### src/rtl/sample_acquisition_az_seq.sv
// Auto-zero acquisition sequencer: HI/LO az-mux halves with precharge dwell.
// Optional sample timeout: define SA_AZ_TIMEOUT_EN.
module sample_acquisition_az_seq #(
  parameter int PC_CNT_W  = 24,
  parameter int AZ_W      = 4,
  parameter int TIMEOUT_W = 32
) (
  input  logic                 clk,
  input  logic                 reset_n,
  input  logic                 arm,
  input  logic [PC_CNT_W-1:0]  p_clk_count_precharge,
  input  logic [AZ_W-1:0]      p_azmux_hi,
  input  logic [AZ_W-1:0]      p_azmux_lo,
  input  logic [1:0]           p_pc_sel,
  input  logic [TIMEOUT_W-1:0] p_clk_timeout,
  input  logic                 adc_measure_valid,
  output logic                 adc_measure_trig,
  output logic [AZ_W-1:0]      azmux,
  output logic [1:0]           sw_pc_ctl,
  output logic                 meas_complete,
  output logic                 az_half,
  output logic [2:0]           status,
  output logic                 err_timeout
);

  typedef enum logic [2:0] {
    IDLE   = 3'd0,
    PRE_HI = 3'd1,
    SMP_HI = 3'd2,
    PRE_LO = 3'd3,
    SMP_LO = 3'd4,
    DONE   = 3'd5
  } state_t;

  state_t state_q, state_d;

  logic [PC_CNT_W-1:0] pc_q, pc_d;
  logic [AZ_W-1:0]     hi_q, hi_d;
  logic [AZ_W-1:0]     lo_q, lo_d;
  logic [AZ_W-1:0]     azmux_d;
  logic [1:0]          sel_q, sel_d, sw_d;
  logic                latch, half_d;
  logic                trig_d, mc_d;
  logic                valid_ok, tmo_hit;
  logic                smp_d;

  // trig marks the first sample cycle; valid there is too early
  assign valid_ok = adc_measure_valid && !adc_measure_trig;
  assign status   = state_q;

  always_comb begin
    state_d = state_q;
    pc_d    = pc_q;
    latch   = 1'b0;
    half_d  = az_half;
    unique case (state_q)
      IDLE: begin
        if (arm) begin
          state_d = PRE_HI;
          latch   = 1'b1;
        end
      end
      PRE_HI: begin
        if (pc_q <= PC_CNT_W'(1)) state_d = SMP_HI;
        else pc_d = pc_q - 1'b1;
      end
      SMP_HI: begin
        if (valid_ok) begin
          state_d = PRE_LO;
          half_d  = 1'b1;
        end else if (tmo_hit) begin
          state_d = IDLE;
        end
      end
      PRE_LO: begin
        if (pc_q <= PC_CNT_W'(1)) state_d = SMP_LO;
        else pc_d = pc_q - 1'b1;
      end
      SMP_LO: begin
        if (valid_ok) begin
          state_d = DONE;
          half_d  = 1'b0;
        end else if (tmo_hit) begin
          state_d = IDLE;
        end
      end
      DONE: begin
        if (arm) begin
          state_d = PRE_HI;
          latch   = 1'b1;
        end else begin
          state_d = IDLE;
        end
      end
      default: state_d = IDLE;
    endcase

    if ((state_d == PRE_HI && state_q != PRE_HI) ||
        (state_d == PRE_LO && state_q != PRE_LO))
      pc_d = p_clk_count_precharge;

    hi_d  = latch ? p_azmux_hi : hi_q;
    lo_d  = latch ? p_azmux_lo : lo_q;
    sel_d = latch ? p_pc_sel   : sel_q;

    // outputs are computed for the next state so they register in step
    smp_d   = (state_d == SMP_HI) || (state_d == SMP_LO);
    azmux_d = '0;
    unique case (state_d)
      PRE_HI, SMP_HI:       azmux_d = hi_d;
      PRE_LO, SMP_LO, DONE: azmux_d = lo_d;
      default:              azmux_d = '0;
    endcase
    sw_d   = smp_d ? sel_d : 2'b00;
    trig_d = smp_d && (state_d != state_q);
    mc_d   = (state_d == DONE);
  end

  always_ff @(posedge clk or negedge reset_n) begin
    if (!reset_n) begin
      state_q          <= IDLE;
      pc_q             <= '0;
      hi_q             <= '0;
      lo_q             <= '0;
      sel_q            <= '0;
      azmux            <= '0;
      sw_pc_ctl        <= '0;
      adc_measure_trig <= 1'b0;
      meas_complete    <= 1'b0;
      az_half          <= 1'b0;
    end else begin
      state_q          <= state_d;
      pc_q             <= pc_d;
      hi_q             <= hi_d;
      lo_q             <= lo_d;
      sel_q            <= sel_d;
      azmux            <= azmux_d;
      sw_pc_ctl        <= sw_d;
      adc_measure_trig <= trig_d;
      meas_complete    <= mc_d;
      az_half          <= half_d;
    end
  end

`ifdef SA_AZ_TIMEOUT_EN
  logic [TIMEOUT_W-1:0] tcnt_q;
  logic                 arm_q;

  assign tmo_hit = (p_clk_timeout != '0) &&
                   (tcnt_q >= p_clk_timeout - 1'b1);

  // only a timeout takes a sample state straight back to IDLE
  always_ff @(posedge clk or negedge reset_n) begin
    if (!reset_n) begin
      tcnt_q      <= '0;
      arm_q       <= 1'b0;
      err_timeout <= 1'b0;
    end else begin
      arm_q <= arm;
      if (trig_d) tcnt_q <= '0;
      else if (tcnt_q != '1) tcnt_q <= tcnt_q + 1'b1;
      if ((state_q == SMP_HI || state_q == SMP_LO) &&
          state_d == IDLE)
        err_timeout <= 1'b1;
      else if (state_q == IDLE && arm && !arm_q)
        err_timeout <= 1'b0;
    end
  end
`else
  logic unused_timeout;
  assign unused_timeout = ^p_clk_timeout;
  assign tmo_hit        = 1'b0;
  assign err_timeout    = 1'b0;
`endif

endmodule

### config.mk
export PLATFORM = sky130hd
export DESIGN_NAME = sample_acquisition_az_seq
export DESIGN_NICKNAME = d
export VERILOG_FILES = /design/src/rtl/sample_acquisition_az_seq.sv
export SDC_FILE = /design/constraint.sdc
export NUM_CORES = 1
export LEC_CHECK = 0
export ABC_AREA = 1
export BUFFER_PORTS_ARGS = -buffer_cell sky130_fd_sc_hd__buf_4
export CAP_MARGIN = 10
export CELL_PAD_IN_SITES_DETAIL_PLACEMENT = 1
export CELL_PAD_IN_SITES_GLOBAL_PLACEMENT = 2
export CORE_ASPECT_RATIO = 1.5
export CORE_MARGIN = 5
export CORE_UTILIZATION = 27
export CTS_BUF_LIST = sky130_fd_sc_hd__clkbuf_4
export DETAILED_ROUTE_END_ITERATION = 8
export HOLD_SLACK_MARGIN = 0.05
export PLACE_DENSITY = 0.83
export RECOVER_POWER = 50
export SYNTH_ARGS = -nofsm -noshare
export SYNTH_HDL_FRONTEND = slang
export SYNTH_SLANG_ARGS = --single-unit
### constraint.sdc
create_clock -name clk -period 1.55 [get_ports clk]
set_input_delay 0.155 -clock clk [delete_from_list [all_inputs] [get_ports clk]]
set_output_delay 0.155 -clock clk [all_outputs]
set_load 0.02 [all_outputs]
* Word level (Yosys, flattened, before mapping)
Cells that the tools add are included.
** Word-level totals
- ROM bits :: 0
- Bits in writable memories :: 0
- Memories :: 0
- Output and inout port bits :: 13
- Bits in registers :: 46
- Latch bits :: 0
** Operators by class
- $lt $le $gt $ge :: 1
- Bitwise gates (word level) :: 0
- Div/mod/pow operators :: 0
- $mul :: 0
- Equality and inequality tests :: 16
- Reduce and logical (&&, ||, !) cells :: 16
- Multiplexer cells :: 20
- Add/sub/neg operators :: 1
- Shifts and indexed selects :: 0
** Operators by type and width (number)
- $mux 24 :: 3
- $le 24x1->1 const B :: 1
- $sub 24x1->24 const B :: 1
- $pmux 3 s6 :: 1
- $mux 3 :: 5
- $eq 3x2->1 const B :: 4
- $eq 3x3->1 const B :: 4
- $mux 4 :: 2
- $pmux 4 s2 :: 1
- $eq 3x1->1 const B :: 2
- $reduce_or 2->1 :: 3
- $mux 1 :: 5
- $logic_and 1x1->1 :: 4
- $mux 2 :: 2
- $ne 2x2->1 const B :: 2
- $reduce_bool 2->1 :: 2
- $logic_not 3->1 :: 1
- $ne 3x1->1 const B :: 1
- $ne 3x2->1 const B :: 1
- $ne 3x3->1 :: 1
- $reduce_and 3->1 :: 1
- $reduce_or 3->1 :: 1
- $logic_or 1x1->1 :: 2
- $ne 2x1->1 const B :: 1
- 3 further kinds :: 3

* Logic depth before layout (Yosys ltp)
Gate-level depths: netlist of run 1.
- Depth after elaboration :: 9
- Depth in mapped cells :: 12
- Depth with buffers taken out :: 12

* Worst setup path after synthesis of run 1
OpenSTA, ideal clock, no wires.
- Path kind :: register -> register
- Start point :: register pc_q[0]
- End point :: register azmux[0]
- Cell stages (with the launch flop) :: 12
- Slack :: -0.088 ns
- Library setup time :: 0.116 ns
- Clock period less this slack :: 1.638 ns
- Arrival time :: 1.522 ns
- Required time :: 1.434 ns
- Cell sequence :: dfrtp_1 inv_1 ha_1 nand2_2 a21oi_4 nand2_4 nand2_8 nand2_4 nand3_1 nand2_1 nand2_1 nand2_1
** On the way
- Longest elaborated chain between the ends :: 6
- Elaborated cells on any way between the ends :: 12
** Ends and longest elaborated chain
- start, declared :: line 37 : logic [PC_CNT_W-1:0] pc_q, pc_d;
- start signal, assigned :: line 133 : pc_q <= pc_d;
- $le 24x1->1 (*) :: line 64, 76
- $mux 3 (on tied branches) :: line 76, 64
- $pmux 3 s6 (*) :: line 56 : unique case (state_q)
- $eq 3x3->1 (tied with other cells) :: line 109 : unique case (state_d)
- $reduce_or 3->1 / $reduce_or 2->1 (equally long branches) :: line 109
- $pmux 4 s2 (*) :: line 109
- named net azmux_d[0] :: line 40 : logic [AZ_W-1:0] azmux_d;
- end signal, assigned :: line 137 : azmux <= azmux_d;
- end, declared :: line 18 : output logic [AZ_W-1:0] azmux,
The timed path passes the listed nets; every way through them passes the cells marked *.
A chain may end at the register's enable or synchronous reset.

* Worst setup path after layout of run 1
- Start point :: register pc_q[7]
- End point :: register azmux[2]
Same word-level chain as after synthesis.

==> impl_metrics.ini, run 1 <==
[finish]
multiInputGateArea_um2 = 1670
fin_area_um2 = 4490
nFillCells = 1121
antenna_cells = 0
flow.area_growth_from_synthesis_pct = 65.6
nets = 545
layout-drive-gt1-share = 0.485
seqCellArea_um2 = 1150

[setup_path]
startpoint_type = flop
cpMaxStageDelayCell = dfrtp_2
cp.required_ns = 1.84
path_delay_family = simple AND/OR/NAND/NOR gates
cpPeakStageDelay_ns = 0.49
arrival_ns = 2.00
end_kind = flop
path_class = flop to flop
path_max_fanout = 4
crit_buf_inv = 1
cp_cell_sequence = nor2_4 > nand2_2 > buf_6 > a21oi_4 > nand2_4 > nand2_8 > nand2_8 > nand3_2 > nand2_4 > nand2_2 > nand2_1

[floorplanning]
num_rows = 44
die_h_um = 133
start_util = 0.278
coreArea_um2 = 9740
ios = 83
dieArea_um2 = 12200
dieWidth_um = 91.8

[drt]
vias_per_cell = 4.69
drt_first_pass_iters = 4
drcViolationCount = 0
routed_wl_um = 9080
wl_per_cell_um = 15.4
detail_route.iter0.violations = 58
vias = 2761
antenna_left = 0

[sta]
post-route-period-util = 1.10
layout_setup_ws_ns = -0.161
finalMaxSlewViolations = 0
max_slew.worst_pin.slew_ns = 1.20
finalHoldViolCount = 0
fin_crit_ns = 1.71
setup-violations-final = 32
rsz0062_at_grt = yes
fmax_mhz = 585
relSlewSlack = 0.198
skew_ns = 0.0178

[synthesis]
yosys_most_used_dff = dfrtp_1
postSynthAreaPerCell_um2 = 8.50
synthCells = 319
synth_nets = 391
ys_seq_elements = 46
synthesis.area_um2 = 2710
synth_edf_count = 0
synthArstFlopShare = 1.00
yosysWarnings = 0
ys_seq_area_frac = 0.424
synth_cell_type_count = 39

[clocking]
clk_pin_slew_ns = 0.16
clk_latency_ns = 0.39
cts_root_buf = clkbuf_4
clock_sinks = 46
htreeDepth = 2
cts_tree = yes
cts_buffer_depth = 2
cts_made_buffers = 5

[pwr]
report.power.total_w = 0.00646
comb_power_share = 0.567
power.switching_w = 0.00261
p_clk_frac = 0.122
leakage_nw = 2.07
p_per_area_nw_per_um2 = 1440
switching_share = 0.404
p_int_w = 0.00385
ir_drop_mv = 0.755
p_seq_frac = 0.311

[global_route]
grt_max_degree = 47
antenna_found_initial = 0
grt_pass1_vias = 3149
track_usage = 0.152
grt_pass1_wl_um = 14900
overflow = 0

[run_status]
violations = setup timing
outcome = finished with violations

[placed_design]
gp_congestion = 0.758
hpwl_um = 6590
numPortBuffers = 49
place_area_um2 = 3680

[flow_run]
maxCapViolCount = 0

[min_path]
hold_class = input pin to flop
## what timing repair did
action	CTS	global route
endpoints found under the hold margin	79	0
buffers inserted	7	3
pin swaps	13	20
endpoints found under the setup margin	31	32
resized for setup	35	49
hold buffers	34	0
## cell usage after synthesis (2+ instances only)
library cell / instances / area share
nor2_4: 3 / 0.012
nand2_4: 3 / 0.012
nand2_1: 79 / 0.11
ha_1: 2 / 0.0092
nor2_1: 34 / 0.047
o21ai_0: 8 / 0.015
o211ai_2: 9 / 0.042
nand3_2: 2 / 0.0074
o221ai_1: 4 / 0.013
o21ai_2: 2 / 0.0065
nand3_1: 23 / 0.042
inv_1: 28 / 0.039
nand4_1: 3 / 0.0069
buf_2: 2 / 0.0037
a21oi_1: 2 / 0.0037
a22oi_1: 2 / 0.0055
xor2_1: 18 / 0.058
buf_4: 2 / 0.0055
inv_2: 7 / 0.0097
o211ai_1: 6 / 0.017
mux2_2: 8 / 0.033
nor2_2: 6 / 0.014
dfrtp_1: 46 / 0.42
clkbuf_1: 2 / 0.0028
nand2_2: 4 / 0.0092
## cells by family after synthesis
family | after synthesis | share of synthesized area
flops | 46 | 0.424
mux | 8 | 0.0332
other cells | 1 | 0.00138
fa+ha+maj | 2 | 0.00922
xor+xnor | 19 | 0.0613
buf+inv | 43 | 0.0669
compound gates | 37 | 0.115
simple gates | 163 | 0.288
## routing by layer
metal | global-route usage | up-vias | part of all wire
li1 | - | 1336 | -
met1 | 0.158 | 1375 | 0.36
met2 | 0.306 | 40 | 0.60
met3 | 0.0233 | 10 | 0.026
met4 | 0.0455 | 0 | 0.016
met5 | 0 | - | 0
## worst register-to-register path, stage by stage (launching register included)
cell and delay [ns]:
dfrtp_2 0.49, nor2_4 0.13, nand2_2 0.09, buf_6 0.13, a21oi_4 0.17, nand2_4 0.13
nand2_8 0.12, nand2_8 0.07, nand3_2 0.10, nand2_4 0.07, nand2_2 0.06, nand2_1 0.05
## layout by cell type (no fill, tap or decap), types with 2 or more instances in the layout
cell type / count
buf_4: 109
nand2_1: 67
dfrtp_1: 43
dlygate4sd3_1: 34
inv_1: 26
nor2_1: 20
xor2_1: 17
nor2_2: 14
nand3_1: 14
nand2_2: 11
nor2_4: 9
o211ai_2: 9
inv_2: 8
mux2_2: 8
nand3_2: 8
nand2_4: 7
buf_6: 7
o211ai_1: 6
o21ai_0: 5
clkbuf_4: 5
o21ai_2: 3
nand3_4: 3
nand4_1: 3
o221ai_2: 3
dfrtp_2: 3
buf_12: 3
inv_4: 2
a21oi_2: 2
nand2_8: 2
o21ai_1: 2
ha_4: 2
clkinvlp_4: 2
## final timing paths
kind / startpoint / to / slack (ns) / cells past startpoint
max: pc_q[7] / azmux[2] / -0.16 / 11
min: adc_measure_valid / meas_complete / 0.11 / 5
max reg2reg: pc_q[7] / azmux[2] / -0.16 / 11
min reg2reg: lo_q[2] / lo_q[2] / 0.53 / 1
max in group asynchronous: reset_n / pc_q[0] / 0.22 / 2
min in group asynchronous: reset_n / pc_q[7] / 0.53 / 2
## final cells by class
type | count | area share
clock buffers | 5 | 0.00835
clock inverters | 3 | 0.0100
inverters | 36 | 0.0312
multi-input cells | 230 | 0.371
flip-flops and latches | 46 | 0.257
well taps | 115 | 0.0320
repair buffers | 154 | 0.290
## sequential cells by signal, indices dropped and copies added (netlist names)
name / count
hi_q: 4
lo_q: 4
status: 3
pc_q: 24
azmux: 4
adc_measure_trig: 1
meas_complete: 1
az_half: 1
sel_q: 2
sw_pc_ctl: 2
## per-stage QoR
| stage | setup WS, ns | utilization | hold slack [ns] | instances | TNS [ns] |
|---|---|---|---|---|---|
| global placement | -0.144 | 0.378 | 0.215 | 540 | -1.32 |
| finish | -0.161 | 0.461 | 0.114 | 589 | -3.55 |
| floorplan | 0.00280 | - | -0.141 | 319 | 0 |
| detailed placement | -0.163 | 0.378 | 0.215 | 540 | -2.35 |
| CTS | -0.121 | 0.440 | 0.111 | 589 | -2.93 |
| global route | -0.232 | 0.461 | 0.142 | 589 | -6.02 |
## power groups by stage
| stage | Clock, W | Sequential (W) | Combinational, W |
|---|---|---|---|
| final | 0.000785 | 0.00201 | 0.00367 |
| after detailed placement | 0 | 0.00197 | 0.00293 |
| after global placement | 0 | 0.00195 | 0.00281 |
| after CTS | 0.000811 | 0.00195 | 0.00335 |
| after global routing | 0.000847 | 0.00206 | 0.00402 |
| after floorplan | 0 | 0.00202 | 0.00149 |
(Power assumes the default switching activity.)
==> run 2, diff against run 1 <==
==> constraint.sdc (replaced) <==
create_clock -name clk -period 1.5 [get_ports clk]
set_input_delay 0.15 -clock clk [delete_from_list [all_inputs] [get_ports clk]]
set_output_delay 0.15 -clock clk [all_outputs]
set_load 0.02 [all_outputs]
==> run 2 against run 1 <==
  * The run still ends with setup timing left
  * Largest power group unchanged
  * Critical path depth shrank 4
  * Critical path type unchanged
  * Hold slack gained 0.027 ns
  * Die area is the same
  * Wire length shrank 2.6%
  * Final cell count shrank 0.51%
  * Highest routed layer unchanged
  * Clock skew shrank 0.011 ns
  * Core utilization shrank 0.55 points
  * First-iteration DRC count is the same
  * Global-route usage shrank 0.74 points
  * Critical endpoint is now pc_q[7]
==> impl_metrics.ini, run 2 (synthesis results as in run 1) <==
[run_status]
outcome = finished with violations
violations = setup timing

[sta]
rsz0062_at_grt = yes
setup-violations-final = 32
fmax_mhz = 591
layout_setup_ws_ns = -0.191
relSlewSlack = 0.187
finalHoldViolCount = 0
post-route-period-util = 1.13
skew_ns = 0.00689
finalMaxSlewViolations = 0
fin_crit_ns = 1.69
max_slew.worst_pin.slew_ns = 1.22

[clocking]
clk_latency_ns = 0.37
htreeDepth = 2
cts_tree = yes
clock_sinks = 46
cts_made_buffers = 5
clk_pin_slew_ns = 0.14
cts_buffer_depth = 2
cts_root_buf = clkbuf_4

[finish]
multiInputGateArea_um2 = 1620
final_common_cell = buf_4
nets = 541
fin_cells = 586
final_cell_mix = buf_4 (105), nand2_1 (71), dfrtp_1 (41)
largest_reg_flops = 24
flow.area_growth_from_synthesis_pct = 63.7
nFillCells = 1122
seqCellArea_um2 = 1160
top_register = pc_q
fin_area_um2 = 4440
layout-drive-gt1-share = 0.453

[drt]
vias_per_cell = 4.61
detail_route.iter0.violations = 58
drt_first_pass_iters = 4
drcViolationCount = 0
wl_per_cell_um = 15.1
vias = 2700
antenna_left = 0
routed_wl_um = 8850

[global_route]
antenna_found_initial = 1
grt_pass1_wl_um = 14200
track_usage = 0.145
grt_pass1_vias = 3092
overflow = 0
grt_max_degree = 47

[setup_path]
path_class = flop to flop
startpoint_type = flop
path_max_fanout = 4
cpPeakStageDelay_ns = 0.40
end_kind = flop
cp_cell_sequence = inv_2 > buf_4 > nand3_4 > nor2_1 > buf_4 > xor2_1 > o221ai_4
arrival_ns = 1.96
cpMaxStageDelayCell = dfrtp_1
cp.required_ns = 1.77
crit_top_cell = buf_4

[floorplanning]
ios = 83
coreArea_um2 = 9740
num_rows = 44
die_h_um = 133
start_util = 0.278
dieArea_um2 = 12200
dieWidth_um = 91.8

[placed_design]
place_inst = 536
place_area_um2 = 3730
gp_congestion = 0.805
numPortBuffers = 49
hpwl_um = 6380

[pwr]
p_per_area_nw_per_um2 = 1460
leakage_nw = 2.08
ir_drop_mv = 0.854

[flow_run]
maxCapViolCount = 0

[min_path]
hold_class = input pin to flop
==> run 2: cell types whose count changed in the layout (fill, tap and decap cells not counted), moves of 3 or more <==
cell | before | now
nor2_1 | 20 | 26
nor2_2 | 14 | 8
nand2_2 | 11 | 6
buf_4 | 109 | 105
buf_6 | 7 | 3
nand2_1 | 67 | 71
nand3_1 | 14 | 18
buf_8 | 0 | 3
==> run 2: metrics by stage <==
stage | hold slack, ns | total power [W] | TNS [ns] | utilization | setup slack (ns)
detailed placement | 0.210 | 0.00501 | -4.22 | 0.383 | -0.185
finish | 0.140 | 0.00647 | -4.06 | 0.456 | -0.191
global placement | 0.215 | 0.00489 | -2.65 | 0.383 | -0.124
global route | 0.160 | 0.00694 | -7.55 | 0.456 | -0.282
floorplan | -0.146 | 0.00364 | -0.253 | - | -0.0197
CTS | 0.0771 | 0.00613 | -4.20 | 0.436 | -0.172
==> run 2: what timing repair did <==
action / CTS / global route
buffers inserted: 4 / 3
setup endpoints to repair: 32 / 34
gates cloned: 0 / 0
pin swaps: 7 / 10
hold buffers: 34 / 0
gates resized for setup: 21 / 35
hold endpoints to repair: 79 / 0
==> run 2: report_power, final <==
| part | switching (W) | total (W) | leakage [nW] | internal [W] |
|---|---|---|---|---|
| clock | 0.000436 | 0.000806 | 0.0419 | 0.000370 |
| combinational | 0.00176 | 0.00359 | 1.49 | 0.00183 |
| sequential | 0.000364 | 0.00207 | 0.548 | 0.00171 |
==> run 2: worst max-delay path, delay by kind of cell (launching register included) <==
kind	cells	cell delay, ns
flip-flops	1	0.40
XOR/XNOR	1	0.23
AO/OA/AOI/OAI	1	0.14
AND/OR/NAND/NOR	2	0.37
buffers and inverters	3	0.44
==> run 2: routing by layer <==
layer / up-vias / global-route usage / part of all wire
li1: 1335 / - / -
met1: 1318 / 0.140 / 0.36
met2: 38 / 0.298 / 0.60
met3: 9 / 0.0284 / 0.029
met4: 0 / 0.0455 / 0.017
met5: - / 0 / 0
==> run 2: layout make-up <==
type                       count  area share
antenna                        1    0.000564
clock buffer                   6      0.0101
clock inverter                 2     0.00846
inverter                      36      0.0310
multi-input combinational    230       0.366
sequential                    46       0.261
tap                          115      0.0324
timing repair buffer         150       0.291
==> run 2: worst paths after layout <==
check	startpoint	end	slack [ns]	cells past startpoint
worst max-delay path	pc_q[1]	pc_q[7]	-0.19	7
worst min-delay path	adc_measure_valid	meas_complete	0.14	5
worst max register to register	pc_q[1]	pc_q[7]	-0.19	7
worst min register to register	lo_q[3]	lo_q[3]	0.52	1
max in group asynchronous	reset_n	status[2]	0.14	2
min in group asynchronous	reset_n	azmux[3]	0.54	2
==> run 3, diff against run 2 <==
--- a/config.mk
+++ b/config.mk
@@ -12,11 +12,11 @@
 export CELL_PAD_IN_SITES_GLOBAL_PLACEMENT = 2
 export CORE_ASPECT_RATIO = 1.5
 export CORE_MARGIN = 5
-export CORE_UTILIZATION = 27
+export CORE_UTILIZATION = 30
 export CTS_BUF_LIST = sky130_fd_sc_hd__clkbuf_4
 export DETAILED_ROUTE_END_ITERATION = 8
 export HOLD_SLACK_MARGIN = 0.05
-export PLACE_DENSITY = 0.83
+export PLACE_DENSITY = 0.87
 export RECOVER_POWER = 50
 export SYNTH_ARGS = -nofsm -noshare
 export SYNTH_HDL_FRONTEND = slang
==> constraint.sdc (replaced) <==
create_clock -name clk -period 1.72 [get_ports clk]
set_input_delay 0.172 -clock clk [delete_from_list [all_inputs] [get_ports clk]]
set_output_delay 0.172 -clock clk [all_outputs]
set_load 0.02 [all_outputs]
==> run 3 against run 2 <==
  * The flow now finishes without violations
  * Fmax up 0.61%
  * Total power down 19%
  * Clock power down 15%
  * Non-clock buffer count down 14
  * First-iteration DRC count up 62%
  * Sequential cell count unchanged
  * Critical path depth up 3
  * Register-to-register slack better by 0.23 ns
  * Final cell count down 3.4%
  * Combinational power down 23%
  * Sequential share of layout area up 1.4 points
  * Highest routed layer unchanged
==> impl_metrics.ini, run 3 (synthesis results as in run 1) <==
[setup_path]
path_class = flop to flop
reg2reg_to = adc_measure_trig
regToRegSetupSlack_ns = 0.04
reg2reg_from = pc_q[0]
path_delay_family = flip-flops
end_kind = flop
path_max_fanout = 3
cp.required_ns = 2.05
crit_cells = 10
crit_buf_inv = 3
cp_cell_sequence = inv_2 > ha_4 > nand2_4 > a21oi_4 > buf_6 > a21oi_4 > nor2_4 > buf_6 > o21ai_4 > nor2_2
cpPeakStageDelay_ns = 0.45
rr_worst_depth = 10
startpoint_type = flop
cpMaxStageDelayCell = dfrtp_1
arrival_ns = 2.01

[finish]
final_common_cell = buf_4
top_register = pc_q
largest_reg_flops = 24
nFillCells = 1026
fin_cells = 566
flow.area_growth_from_synthesis_pct = 55.0
layout-drive-gt1-share = 0.430
antenna_cells = 0
nets = 527
final_cell_mix = buf_4 (93), nand2_1 (66), dfrtp_1 (42)
fin_util = 0.476
fin_area_um2 = 4210

[drt]
detail_route.iter0.violations = 94
drt_first_pass_iters = 4
vias_per_cell = 4.72
vias = 2669
wl_per_cell_um = 14.8
antenna_left = 0
routed_wl_um = 8400
drcViolationCount = 0

[floorplanning]
ios = 83
num_rows = 42
coreArea_um2 = 8830
start_util = 0.307
die_h_um = 126
dieArea_um2 = 11100
dieWidth_um = 87.6

[sta]
finalMaxSlewViolations = 0
max_slew.worst_pin.slew_ns = 1.22
fmax_mhz = 595
relSlewSlack = 0.188
skew_ns = 0.00687
hold-worst-slack_ns = 0.0539
fin_crit_ns = 1.68
finalHoldViolCount = 0
layout_setup_ws_ns = 0.0395
setup-violations-final = 0
rsz0062_at_grt = yes
post-route-period-util = 0.977

[min_path]
whs_path_depth = 2
min_from = p_azmux_lo[2]
hold_path_end = lo_q[2]
hold_class = input pin to flop

[global_route]
grt_max_degree = 47
track_usage = 0.153
overflow = 0
grt_pass1_vias = 2959
grt_pass1_wl_um = 13500
antenna_found_initial = 0

[pwr]
ir_drop_mv = 0.690
p_per_area_nw_per_um2 = 1250
leakage_nw = 1.95

[clocking]
cts_root_buf = clkbuf_4
cts_tree = yes
clk_latency_ns = 0.38
cts_buffer_depth = 2
clk_pin_slew_ns = 0.14
clock_sinks = 46
htreeDepth = 2
cts_made_buffers = 5

[placed_design]
gp_congestion = 0.774
place_worst_setup_slack_ns = -0.0558
place_area_um2 = 3470
place_inst = 510
numPortBuffers = 49
hpwl_um = 6040

[run_status]
outcome = finished clean

[flow_run]
maxCapViolCount = 0
==> run 3: cell count changes in the layout (fill, tap and decap cells not counted), moves of 3 or more <==
cell      delta
buf_8        -3
nand3_1      +5
buf_6        +5
buf_12       -4
o221ai_1     +3
nor2_2       +3
buf_4       -12
nand2_1      -5
nand2_2      +7
nand3_2      -6
==> run 3: worst max-delay path by stage <==
| stage | from | to | slack, ns |
|---|---|---|---|
| floorplan | pc_q[0] | azmux[0] | 0.08 |
| global placement | pc_q[10] | azmux[0] | -0.02 |
| detailed placement | pc_q[0] | azmux[0] | -0.06 |
| CTS | status[1] | pc_q[0] | 0.001 |
| global route | status[2] | adc_measure_trig | -0.06 |
| finish | pc_q[0] | adc_measure_trig | 0.04 |
==> run 3: metal layers <==
layer / routed length [um] / GRT usage / vias up
li1: - / - / 1303
met1: 3170 / 0.164 / 1308
met2: 4770 / 0.293 / 45
met3: 277 / 0.0279 / 13
met4: 180 / 0.0497 / 0
met5: 0 / 0 / -
==> run 3: repair_timing <==
item                       in CTS  in global routing
hold buffers                   33                  0
hold endpoints to repair       78                  0
resized for setup               7                 55
setup endpoints to repair      10                 29
buffers inserted                4                 11
pin swaps                       5                 17
==> run 3: report_power, final <==
| group | internal [W] | switching (W) | total [W] |
|---|---|---|---|
| combinational | 0.00136 | 0.00140 | 0.00276 |
| sequential | 0.00149 | 0.000325 | 0.00181 |
| clock | 0.000301 | 0.000381 | 0.000682 |
==> run 3: cell type report <==
cell class | count | area [um^2] | share of cell area
clock buffer | 5 | 37.5 | 0.00893
clock inverter | 3 | 40.0 | 0.00952
inverter | 36 | 140 | 0.0333
multi-input combinational | 230 | 1570 | 0.373
sequential | 46 | 1160 | 0.275
tap | 110 | 138 | 0.0327
timing repair buffer | 136 | 1130 | 0.268
==> run 3: stage by stage <==
stage	power [W]	setup TNS, ns
after CTS	0.00490	0
after detailed placement	0.00410	-0.221
after floorplan	0.00311	0
after global routing	0.00567	-0.462
final	0.00526	0
after global placement	0.00398	-0.0321
